`config.mk`:
```
export PLATFORM = sky130hd
export DESIGN_NAME = alu_issue_unit
export DESIGN_NICKNAME = d
export VERILOG_FILES = /design/src/rtl/alu_issue_unit.sv
export SDC_FILE = /design/constraint.sdc
export NUM_CORES = 1
export LEC_CHECK = 0
export ABC_AREA = 1
export CAP_MARGIN = 10
export CELL_PAD_IN_SITES_DETAIL_PLACEMENT = 0
export CELL_PAD_IN_SITES_GLOBAL_PLACEMENT = 2
export CORE_UTILIZATION = 38
export CTS_CLUSTER_SIZE = 30
export DETAILED_ROUTE_END_ITERATION = 7
export GPL_ROUTABILITY_DRIVEN = 0
export GPL_TIMING_DRIVEN = 0
export PLACE_DENSITY = 0.86
export SKIP_CTS_REPAIR_TIMING = 1
export SYNTH_ARGS = -nofsm -noshare
export SYNTH_HDL_FRONTEND = slang
export SYNTH_SLANG_ARGS = --single-unit
```
`constraint.sdc`:
```
create_clock -name clk -period 5.1 [get_ports clk]
set_clock_uncertainty 0.1 [all_clocks]
set_input_delay 0.51 -clock clk [delete_from_list [all_inputs] [get_ports clk]]
set_output_delay 0.51 -clock clk [all_outputs]
set_load 0.005 [all_outputs]
```
`src/rtl/alu_issue_unit.sv`:
```
// Issue stage for the ALU: queues commands, holds operands stable for the ALU
// latency, captures the result and returns it on a valid/ready channel.
module alu_issue_unit #(
    parameter int WIDTH   = 16,
    parameter int DEPTH   = 4,
    parameter int ALU_LAT = 1
) (
    input  logic                       clk,
    input  logic                       rst_n,
    input  logic                       cmd_valid,
    output logic                       cmd_ready,
    input  logic [2:0]                 cmd_op,
    input  logic [WIDTH-1:0]           cmd_a,
    input  logic [WIDTH-1:0]           cmd_b,
    output logic [2:0]                 alu_op,
    output logic [WIDTH-1:0]           alu_a,
    output logic [WIDTH-1:0]           alu_b,
    input  logic [WIDTH-1:0]           alu_result,
    output logic                       res_valid,
    input  logic                       res_ready,
    output logic [WIDTH-1:0]           res_data,
    output logic [2:0]                 res_op,
    output logic                       busy,
    output logic [$clog2(DEPTH):0]     fifo_count,
    output logic [15:0]                op_count
);

    localparam int PW = $clog2(DEPTH);
    localparam int CW = PW + 1;
    localparam int LW = (ALU_LAT > 1) ? $clog2(ALU_LAT) : 1;

    typedef enum logic [1:0] {IDLE, EXEC, OUT} state_t;

    typedef struct packed {
        logic [2:0]       op;
        logic [WIDTH-1:0] a;
        logic [WIDTH-1:0] b;
    } cmd_t;

    cmd_t            mem_q [DEPTH];
    logic [PW-1:0]   wr_ptr_q, rd_ptr_q;
    logic [CW-1:0]   count_q;
    state_t          state_q;
    logic [LW-1:0]   lat_q;
    logic [2:0]      alu_op_q;
    logic [WIDTH-1:0] alu_a_q, alu_b_q;
    logic            res_valid_q;
    logic [WIDTH-1:0] res_data_q;
    logic [2:0]      res_op_q;
    logic [15:0]     op_count_q, op_count_d;

    logic push, pop;
    cmd_t head;

    // Ready depends only on registered occupancy, never on res_ready.
    assign cmd_ready  = (count_q < CW'(DEPTH));
    assign push       = cmd_valid && cmd_ready;
    assign pop        = (state_q == IDLE) && (count_q != '0);
    assign head       = mem_q[rd_ptr_q];
    assign op_count_d = op_count_q + 16'd1;

    // NOTE: storage array is deliberately not reset; validity is tracked by count_q.
    always_ff @(posedge clk) begin
        if (push) mem_q[wr_ptr_q] <= '{op: cmd_op, a: cmd_a, b: cmd_b};
    end

    // NOTE: all sequential state uses non-blocking assignment so every flop sees pre-edge values.
    always_ff @(posedge clk or negedge rst_n) begin
        if (!rst_n) begin
            wr_ptr_q <= '0;
            rd_ptr_q <= '0;
            count_q  <= '0;
        end else begin
            if (push) wr_ptr_q <= wr_ptr_q + PW'(1);
            if (pop)  rd_ptr_q <= rd_ptr_q + PW'(1);
            case ({push, pop})
                2'b10:   count_q <= count_q + CW'(1);
                2'b01:   count_q <= count_q - CW'(1);
                default: count_q <= count_q;
            endcase
        end
    end

    always_ff @(posedge clk or negedge rst_n) begin
        if (!rst_n) begin
            state_q     <= IDLE;
            lat_q       <= '0;
            alu_op_q    <= '0;
            alu_a_q     <= '0;
            alu_b_q     <= '0;
            res_valid_q <= 1'b0;
            res_data_q  <= '0;
            res_op_q    <= '0;
            op_count_q  <= '0;
        end else begin
            case (state_q)
                IDLE: begin
                    if (pop) begin
                        alu_op_q <= head.op;
                        alu_a_q  <= head.a;
                        alu_b_q  <= head.b;
                        lat_q    <= LW'(ALU_LAT - 1);
                        state_q  <= EXEC;
                    end
                end
                EXEC: begin
                    if (lat_q == '0) begin
                        res_data_q  <= alu_result;
                        res_op_q    <= alu_op_q;
                        res_valid_q <= 1'b1;
                        state_q     <= OUT;
                    end else begin
                        lat_q <= lat_q - LW'(1);
                    end
                end
                OUT: begin
                    if (res_ready) begin
                        res_valid_q <= 1'b0;
                        op_count_q  <= op_count_d;
                        state_q     <= IDLE;
                    end
                end
                default: state_q <= IDLE;
            endcase
        end
    end

    assign alu_op     = alu_op_q;
    assign alu_a      = alu_a_q;
    assign alu_b      = alu_b_q;
    assign res_valid  = res_valid_q;
    assign res_data   = res_data_q;
    assign res_op     = res_op_q;
    assign op_count   = op_count_q;
    assign fifo_count = count_q;
    assign busy       = (state_q != IDLE) || (count_q != '0);

endmodule

```
### Word-level counts from Yosys, hierarchy flattened

Memory sizes are Yosys's and may differ from the RTL's. A register that Yosys moved wholly into a read port is not among the register bits.
Index checks and enable logic that the tools add are counted.

| word-level totals | value |
|---|---|
| flip-flop bits (word level) | 46 |
| latch bits | 0 |
| bits in writable memories | 140 |
| memory bits (read-only) | 0 |
| input port bits | 55 |
| output and inout bits | 76 |
| logic and storage cells | 54 |
| memories | 1 |

| operators by class | value |
|---|---|
| add/subtract/negate cells | 6 |
| $mul | 0 |
| divide/modulo/power cells | 0 |
| order comparisons | 1 |
| equality and inequality tests | 7 |
| shifts and indexed selects | 0 |
| multiplexer cells | 13 |
| bitwise operators | 1 |
| reductions and logical operators | 16 |

Memories:

| memory | words | bits a word | read ports | clocked after memory_dff | wr ports | RTL line | text |
|---|---|---|---|---|---|---|---|
| mem_q | 4 | 35 | 1 | 1 | 1 | 40 | `cmd_t mem_q [DEPTH];` |

Operators with widths:

| kind | number |
|---|---|
| $add A16 B1 Y16 const B | 1 |
| $reduce_and A2 Y1 | 4 |
| $reduce_bool A2 Y1 | 4 |
| $mux W1 | 6 |
| $mux W2 | 3 |
| $ne A2 B2 Y1 const B | 3 |
| $pmux W2 S3 | 1 |
| $pmux W3 S2 | 1 |
| $reduce_and A3 Y1 | 2 |
| $add A2 B1 Y2 const B | 2 |
| $eq A2 B1 Y1 const B | 2 |
| $eq A2 B2 Y1 const B | 2 |
| $pmux W1 S2 | 2 |
| $add A3 B1 Y3 const B | 1 |
| $lt A3 B3 Y1 const B | 1 |
| $reduce_bool A3 Y1 | 1 |
| $sub A3 B1 Y3 const B | 1 |
| $logic_and A1 B1 Y1 | 2 |
| $logic_not A2 Y1 | 1 |
| $logic_not A1 Y1 | 1 |
| $logic_or A1 B1 Y1 | 1 |
| $not A1 Y1 | 1 |
| $sub A1 B1 Y1 const B | 1 |

### Longest topological paths before layout

| logic depth | value |
|---|---|
| depth after elaboration | 4 |
| depth in mapped cells | 11 |
| depth with buffers taken out | 10 |

### Least setup slack after synthesis

OpenSTA, ideal clock, no wires.

| timing | value |
|---|---|
| path kind | reg-to-reg |
| from | register count_q[2] (netlist: fifo_count[2]) |
| to | memory mem_q[0][0] (netlist bit) (enable) |
| setup time | 0.427 ns |
| arrival | 2.204 ns |
| required time | 4.573 ns |
| path slack | 2.369 ns |
| stages on the path, launching flop included | 4 |
| buffers on the path | 0 |
| period minus slack after synthesis | 2.731 ns |
| path through | dfrtp_1 > inv_1 > nand2_1 > nor2_1 |

| on the way | value |
|---|---|
| word-level cells in the longest chain between the ends | 4 |

Ends and longest elaborated chain:

| element | RTL line | text |
|---|---|---|
| start: declaration | 42 | `logic [CW-1:0] count_q;` |
| start signal: assignment | 77 | `2'b10: count_q <= count_q + CW'(1);` |
| start signal: assignment | 78 | `2'b01: count_q <= count_q - CW'(1);` |
| start signal: assignment | 79 | `default: count_q <= count_q;` |
| $lt A3 B3 Y1 | 56 | `assign cmd_ready = (count_q < CW'(DEPTH));` |
| via cmd_ready | 11 | `output logic cmd_ready,` |
| $logic_and A1 B1 Y1 | 57 | `assign push = cmd_valid && cmd_ready;` |
| $mux W1 | 64 | `if (push) mem_q[wr_ptr_q] <= '{op: cmd_op, a: cmd_a, b: cmd_b};` |
| $mux W1 (implied by the code) | 64 |  |
| end: declaration | 40 |  |

The timed path passes the listed nets, and every way through them passes these cells.

### Final worst setup path

| timing | value |
|---|---|
| from | register state_q[1] |
| to | register count_q[2] (netlist: fifo_count[2]) |

| on the way | value |
|---|---|
| word-level cells in the longest chain between the ends | 4 |
| elaborated cells between the ends (all ways) | 6 |
| classes of those cells | eq/ne: 2; mux: 1; reduce/logical: 3 |

Ends and longest elaborated chain:

| element | RTL line | text |
|---|---|---|
| start: declaration | 43 | `state_t state_q;` |
| start signal: assignment | 86 | `state_q <= IDLE;` |
| start signal: assignment | 103 | `state_q <= EXEC;` |
| start signal: assignment | 111 | `state_q <= OUT;` |
| $logic_not A2 Y1 (*) | 58 | `assign pop = (state_q == IDLE) && (count_q != '0);` |
| $logic_and A1 B1 Y1 (*) | 58 |  |
| via pop | 52 | `logic push, pop;` |
| $eq A2 B1 Y1 / $eq A2 B2 Y1 (equally long branches) | 76 | `case ({push, pop})` |
| $pmux W3 S2 / $reduce_bool A2 Y1 (equally long branches) | - |  |

Mark *: on every way through the listed nets, which the timed path passes. The rest lies on a longest branch.
A chain may end at the register's enable or synchronous reset.

==> report_table.html <==
<table>
<tr><th>Metric</th><th>Value</th></tr>
<tr><th colspan="2">Outcome</th></tr>
<tr><td>Result of the run</td><td>finished with violations</td></tr>
<tr><td>Violations in the final reports</td><td>DRC</td></tr>
<tr><th colspan="2">Global routing</th></tr>
<tr><td>Residual overflow from global routing</td><td>0</td></tr>
<tr><td>Antenna violations before repair</td><td>2</td></tr>
<tr><td>Via count of the first global-routing pass</td><td>5,601</td></tr>
<tr><td>Global-route wire length before repair</td><td>31.32 mm</td></tr>
<tr><td>Maximum number of pins on one net before global-route repair</td><td>57</td></tr>
<tr><td>Overall fraction of global-route tracks in use</td><td>~18%</td></tr>
<tr><th colspan="2">Clock tree</th></tr>
<tr><td>Clock latency of the later-clocked register in the worst-skew pair</td><td>0.53 ns</td></tr>
<tr><td>Maximum root-to-sink buffer count</td><td>3</td></tr>
<tr><td>TritonCTS buffer count</td><td>25</td></tr>
<tr><td>Clock tree from TritonCTS</td><td>yes</td></tr>
<tr><td>Clk pin slew, worst setup/hold paths</td><td>about 0.060 ns</td></tr>
<tr><td>Depth of the CTS H-tree</td><td>1</td></tr>
<tr><td>Library cell used as clock root buffer</td><td>sky130_fd_sc_hd__clkbuf_16</td></tr>
<tr><td>Number of sinks on the clock net</td><td>220</td></tr>
<tr><th colspan="2">Place</th></tr>
<tr><td>Buffers added on ports</td><td>between 100 and 150</td></tr>
<tr><td>Total placed instance area</td><td>between 10,000 and 15,000 um2</td></tr>
<tr><td>Post-placement cell count</td><td>between 1k and 1.5k</td></tr>
<tr><td>HPWL reported at the end of detailed placement</td><td>~12 mm</td></tr>
<tr><th colspan="2">Setup path</th></tr>
<tr><td>Worst reg2reg endpoint</td><td>fifo_count[2]</td></tr>
<tr><td>Type of the worst setup path</td><td>flip-flop to flip-flop</td></tr>
<tr><td>Type of origin of the critical path</td><td>flip-flop</td></tr>
<tr><td>Crit path capture type</td><td>flip-flop</td></tr>
<tr><td>Worst path arrival time</td><td>2.88 ns</td></tr>
<tr><td>Worst-path fanout max</td><td>10</td></tr>
<tr><td>Reg-to-Reg Start</td><td>state_q[1]</td></tr>
<tr><td>Data required time of the critical path</td><td>5.40 ns</td></tr>
<tr><td>Logic depth of the worst register-to-register path</td><td>10</td></tr>
<tr><td>Worst reg2reg setup slack</td><td>around 2.5 ns</td></tr>
<tr><th colspan="2">Layout</th></tr>
<tr><td>Post-layout nets</td><td>about 950</td></tr>
<tr><td>Layout cells sized above 1</td><td>between 9 and 10%</td></tr>
<tr><td>Cell area after layout</td><td>11,220 um2</td></tr>
<tr><td>Area added between synthesis and finish</td><td>31.25%</td></tr>
<tr><td>Fin cells</td><td>about 1.2k</td></tr>
<tr><th colspan="2">Power and ir drop</th></tr>
<tr><td>Power per cell area</td><td>approximately 600 nW/um2</td></tr>
<tr><td>Static leakage</td><td>4.258 nW</td></tr>
<tr><td>Worst ir drop on vdd</td><td>between 0.3 and 0.4 mV</td></tr>
<tr><th colspan="2">Timing</th></tr>
<tr><td>Measured slew at the worst slew-check pin</td><td>0.7075 ns</td></tr>
<tr><td>Final Cycle Share</td><td>roughly half</td></tr>
<tr><td>RSZ-0062 raised after global routing</td><td>false</td></tr>
<tr><td>Final count of pins violating max slew</td><td>0</td></tr>
<tr><td>Worst relative slew slack</td><td>a little over half</td></tr>
<tr><td>TNS Setup</td><td>0 ns</td></tr>
<tr><td>Number of hold-slack violations in the final timing report</td><td>0</td></tr>
<tr><td>Hold Slack</td><td>about 0.35 ns</td></tr>
<tr><td>Endpoints failing setup</td><td>0</td></tr>
<tr><td>Final min period</td><td>2.576 ns</td></tr>
<tr><td>Max frequency</td><td>0.3883 GHz</td></tr>
<tr><th colspan="2">Logic synthesis</th></tr>
<tr><td>Flip-flop cell with the highest count after synthesis</td><td>sky130_fd_sc_hd__edfxtp_1</td></tr>
<tr><td>Count of yosys warnings during synthesis</td><td>0</td></tr>
<tr><td>Largest area contributor in the synthesized netlist</td><td>sky130_fd_sc_hd__edfxtp_1</td></tr>
<tr><td>Number of flops mapped to enable cells by yosys</td><td>between 100 and 150</td></tr>
<tr><td>Share of the yosys chip area belonging to registers</td><td>72.57%</td></tr>
<tr><td>Post-synth top area share</td><td>about 49%</td></tr>
<tr><td>Yosys reg bits</td><td>220</td></tr>
<tr><td>Most common cell in the synthesized netlist</td><td>sky130_fd_sc_hd__nor2_1</td></tr>
<tr><td>Syn Std Cell Area</td><td>around 8600 um2</td></tr>
<tr><td>Synth cell count leaders</td><td>186 x sky130_fd_sc_hd__nor2_1, 140 x sky130_fd_sc_hd__edfxtp_1, 90 x sky130_fd_sc_hd__nand2_1</td></tr>
<tr><td>Synthesized net count</td><td>about 790</td></tr>
<tr><td>Async SR Flop Fraction</td><td>between 30% and 40%</td></tr>
<tr><td>Synth unique cells</td><td>26</td></tr>
<tr><td>Post-Synthesis Cells</td><td>between 700 and 800</td></tr>
<tr><td>Average cell area after synthesis</td><td>roughly 12 um2</td></tr>
<tr><td>Leading post-synthesis cells by cell area</td><td>sky130_fd_sc_hd__edfxtp_1 49%, sky130_fd_sc_hd__dfrtp_1 23%, sky130_fd_sc_hd__nor2_1 8.2%</td></tr>
<tr><th colspan="2">Floorplan</th></tr>
<tr><td>Area enclosed by the die boundary</td><td>roughly 23,000 um2</td></tr>
<tr><td>Area of the core</td><td>roughly 22,000 um2</td></tr>
<tr><td>I/O pins</td><td>~130</td></tr>
<tr><td>Initial core utilization</td><td>about two fifths</td></tr>
<tr><td>Overall die height</td><td>roughly 150 um</td></tr>
<tr><td>Site row count</td><td>54</td></tr>
<tr><td>Die outline width</td><td>152.0 um</td></tr>
<tr><th colspan="2">Drt</th></tr>
<tr><td>Number of iterations in the first detailed-routing pass</td><td>7</td></tr>
<tr><td>Via Count</td><td>between 5k and 6k</td></tr>
<tr><td>Post-Route WL</td><td>19.87 mm</td></tr>
<tr><td>Avg WL per Cell</td><td>16.74 um</td></tr>
<tr><td>Final antenna-violating net count</td><td>0</td></tr>
<tr><td>Number of DRC markers in iteration 0</td><td>between 300 and 400</td></tr>
<tr><td>DRC viols</td><td>between 40 and 50</td></tr>
<tr><td>Drt via density</td><td>about 4.8</td></tr>
<tr><th colspan="2">Run</th></tr>
<tr><td>Max-cap viol count</td><td>0</td></tr>
<tr><th colspan="2">Min path</th></tr>
<tr><td>Worst min path class</td><td>primary input to async pin</td></tr>
</table>
==> report_power, final <==
part | switching, W | total (W) | internal [W]
registers | 0.000215 | 0.00256 | 0.00235
clock network | 0.000707 | 0.00187 | 0.00116
logic | 0.00129 | 0.00228 | 0.000990
total | 0.00221 | 0.00671 | 0.00450
==> layout by cell type (no fill, tap or decap), types with 2 or more instances in the layout <==
master / instances
sky130_fd_sc_hd__buf_16: 2
sky130_fd_sc_hd__nor2_4: 8
sky130_fd_sc_hd__nor2_1: 182
sky130_fd_sc_hd__a31oi_1: 32
sky130_fd_sc_hd__bufinv_16: 5
sky130_fd_sc_hd__inv_2: 3
sky130_fd_sc_hd__nand3_1: 6
sky130_fd_sc_hd__xnor2_1: 8
sky130_fd_sc_hd__clkinv_1: 4
sky130_fd_sc_hd__clkdlybuf4s50_1: 129
sky130_fd_sc_hd__ha_1: 6
sky130_fd_sc_hd__buf_2: 18
sky130_fd_sc_hd__nand2_4: 2
sky130_fd_sc_hd__buf_12: 3
sky130_fd_sc_hd__clkbuf_16: 25
sky130_fd_sc_hd__nor3_1: 2
sky130_fd_sc_hd__inv_1: 27
sky130_fd_sc_hd__nand2_2: 2
sky130_fd_sc_hd__nand4_1: 7
sky130_fd_sc_hd__clkinv_2: 4
sky130_fd_sc_hd__a21oi_1: 2
sky130_fd_sc_hd__buf_4: 4
sky130_fd_sc_hd__nor2_2: 3
sky130_fd_sc_hd__xor2_1: 6
sky130_fd_sc_hd__o21ai_0: 72
sky130_fd_sc_hd__clkbuf_1: 16
sky130_fd_sc_hd__dfrtp_1: 80
sky130_fd_sc_hd__edfxtp_1: 140
sky130_fd_sc_hd__o21ai_1: 11
sky130_fd_sc_hd__nand2_1: 90
==> layout make-up <==
| class | instances | area [um2] |
|---|---|---|
| clock inverter | 16 | 221.5 |
| multi-input combinational | 442 | 2110 |
| antenna | 1 | 2.502 |
| fill | 1937 | 10730 |
| buffer | 32 | 153.9 |
| tap | 280 | 350.3 |
| timing repair buffer | 136 | 1424 |
| sequential | 220 | 6206 |
| inverter | 30 | 112.6 |
| clock buffer | 30 | 644.4 |
==> routing by layer <==
metal	routed length (um)	track usage, %	vias up
met2	9349	28.64	154
met5	12	0	-
met1	8838	23.58	2663
met3	1201	3.822	28
met4	466	5.394	2
li1	-	-	2802
==> worst max-delay path by stage <==
stage,start,end,cells after the start
6_report,state_q[1],fifo_count[2],10
5_1_grt,state_q[1],fifo_count[2],10
4_1_cts,state_q[1],fifo_count[2],10
3_5_place_dp,cmd_valid,mem_q[1][1],4
3_3_place_gp,rst_n,alu_b[1],1
2_1_floorplan,fifo_count[2],mem_q[0][0],3
==> per-stage QoR <==
step | setup slack [ns] | utilization [%] | power [W]
after global placement | -0.07886 | 46.47 | 0.004848
after detailed placement | 2.409 | 47.12 | 0.004909
after floorplan | 2.369 | - | 0.003775
after CTS | 2.427 | 51.06 | 0.006807
final | 2.524 | 51.12 | 0.006710
after global routing | 2.315 | 51.11 | 0.007140
==> cells by family after synthesis <==
kind of cell	share of synthesized area (%)
and+or+nand+nor	14.45
DFF	72.57
AOI/OAI and AO/OA	7.315
buffers and inverters	3.116
xor gates and xnor gates	1.434
adders and majority gates	1.112
==> registers in the layout, indices dropped and copies added (netlist names) <==
signal      flops
state_q         2
res_data       16
alu_b          16
rd_ptr_q        2
fifo_count      3
op_count       16
res_valid       1
wr_ptr_q        2
mem_q         140
alu_a          16
alu_op          3
res_op          3
==> worst max-delay path: stages, from the launching register on <==
cell,delay [ns]
sky130_fd_sc_hd__dfrtp_1,0.46
sky130_fd_sc_hd__nor2_1,0.21
sky130_fd_sc_hd__nand2_1,0.16
sky130_fd_sc_hd__inv_2,0.19
sky130_fd_sc_hd__buf_2,0.30
sky130_fd_sc_hd__ha_1,0.19
sky130_fd_sc_hd__inv_1,0.06
sky130_fd_sc_hd__fa_1,0.37
sky130_fd_sc_hd__a21oi_1,0.13
sky130_fd_sc_hd__o21ai_0,0.11
sky130_fd_sc_hd__xor2_1,0.15
Power figures use the tool's default switching activity.
==> variant: new RTL, config.mk and constraints unchanged <==
Encoding of `state_t`: now one-hot (3 bits for 3 states).
--- a/src/rtl/alu_issue_unit.sv
+++ b/src/rtl/alu_issue_unit.sv
@@ -30,5 +30,5 @@
     localparam int LW = (ALU_LAT > 1) ? $clog2(ALU_LAT) : 1;
 
-    typedef enum logic [1:0] {IDLE, EXEC, OUT} state_t;
+    typedef enum logic [2:0] {IDLE = 3'b001, EXEC = 3'b010, OUT = 3'b100} state_t;
 
     typedef struct packed {
Behaviour: same outputs for any inputs over 4 cycles, from zero or initial values and one cycle with rst_n low; so few cycles prove little.
==> variant against the unedited design <==
Die area increased by 2.7%. Power fell by 1.3%. Final area is 1.4% higher. Clock power is 9% lower. Worst setup slack about the same. Global-route usage down 0.79 points. Sequential cell count up 1. Critical path type unchanged. Routed wire length decreased by 1.5%. Synthesized area grew 2.7%.
==> variant: results (changes against the unedited design) <==
Parameter                              Value

Drt
  Mean routed wirelength per cell ... 16.2 µm (-3.5%)
  Violation count after the first detailed-route iteration ... 378 (+1.9%)
  Wirelength, routed ... 19.6 mm (-1.5%)
  Via/cell ratio ... 4.74 (-0.32%)

Critical path
  Max stage delay cell, worst path ... dfstp_2
  Delay of the slowest cell on the worst path ... 0.53 ns (+0.07 ns)
  CP arrival ... 2.87 ns (about the same)
  Launch point of the worst reg-to-reg path ... state_q[0]
  Reg-to-reg setup timing slack ... 2.52 ns (about the same)

Placement
  Placed Cells incl. Taps ... 1163 (+2.1%)
  HPWL after detailed placement ... 12.4 mm (-0.28%)

Logic synthesis
  Synthesized netlist net count ... 805 (+2.4%)
  Share of synthesized registers carrying an async set or reset ... 36.7% (+0.29 points)
  Number of distinct library cells after synthesis ... 30 (+15%)
  Cell types with the largest area share after synthesis ... edfxtp_1 (48%), dfrtp_1 (23%), nand2_1 (6.5%)

Power and ir drop
  Proportion of total power due to net switching ... 33.0% (+0.059 points)
  Maximum resistive drop on vdd ... 0.294 mV (-2.0%)
  Clk pwr ... 1.71 mW (-9%)
  Switching pwr ... 2.19 mW (-1.1%)
  Leakage power summed over all cells ... 4.55 nW (+6.9%)

Status
  Status ... finished clean

GRT
  Largest net degree at the start of global routing ... 65 (+14%)
  Number of global-route vias before repair ... 5471 (-2.3%)
  Aggregate global-route resource usage ... 16.8% (-0.79 points)
  Antenna violations before repair ... 1 (-1)

Cells and area
  Number of nets in the final layout ... 968 (+2.0%)

STA
  Worst rel slew slack ... 59.6% (+6.8 points)
==> variant: changes by cell type after synthesis, sizes merged, moves of 6 or more <==
cell,before,now
a31oi,32,0
nor2,193,126
o21ai,83,115
mux2,0,16
nand3,7,13
nand2,94,155
==> variant: metrics by stage <==
step	instance area (µm²)	setup WS, ns	util [%]
global placement	10400	0.0137	46.1
floorplan	8790	2.39	-
global route	11400	2.29	50.3
detailed placement	10600	2.42	46.7
CTS	11400	2.50	50.2
finish	11400	2.52	50.3
==> variant: kinds of logic (layout without fill, tap and decap cells) <==
kind of cell	after synthesis	in the layout	synth area share (%)
fa+ha+maj	7	7	1.08
simple gates	305	305	14.4
compound gates	117	117	6.66
mux	16	16	2.52
buf+inv	67	249	3.40
xor+xnor	10	10	0.997
other cells	0	1	0
flops	221	221	70.9
==> variant: worst reg2reg max path: stages (launching register included) <==
cell,delay (ns)
dfstp_2,0.53
inv_1,0.09
nor3_4,0.17
nand2_2,0.20
inv_2,0.14
buf_4,0.20
ha_1,0.16
inv_1,0.07
fa_1,0.38
a21oi_1,0.14
o21ai_0,0.12
xor2_1,0.15
==> variant: final cells by class <==
| cell class | instances | area (µm²) |
|---|---|---|
| diodes | 1 | 2.50 |
| inverters | 35 | 131 |
| plain buffers | 32 | 168 |
| flip-flops and latches | 221 | 6230 |
| multi-input cells | 455 | 2280 |
| fillers | 2009 | 11300 |
| repair buffers | 136 | 1420 |
| clock buffers | 30 | 654 |
| clock inverters | 16 | 136 |
| well taps | 285 | 357 |
==> variant: layer usage <==
metal  vias up  share of wire, %  wire length, µm  track usage, %
li1       2848                 -                -               -
met1      2702                46             8950            23.6
met2       168                46             9020            26.9
met3        27               6.4             1260            2.96
met4         0               1.7              335            4.43
met5         -                 0                0               0
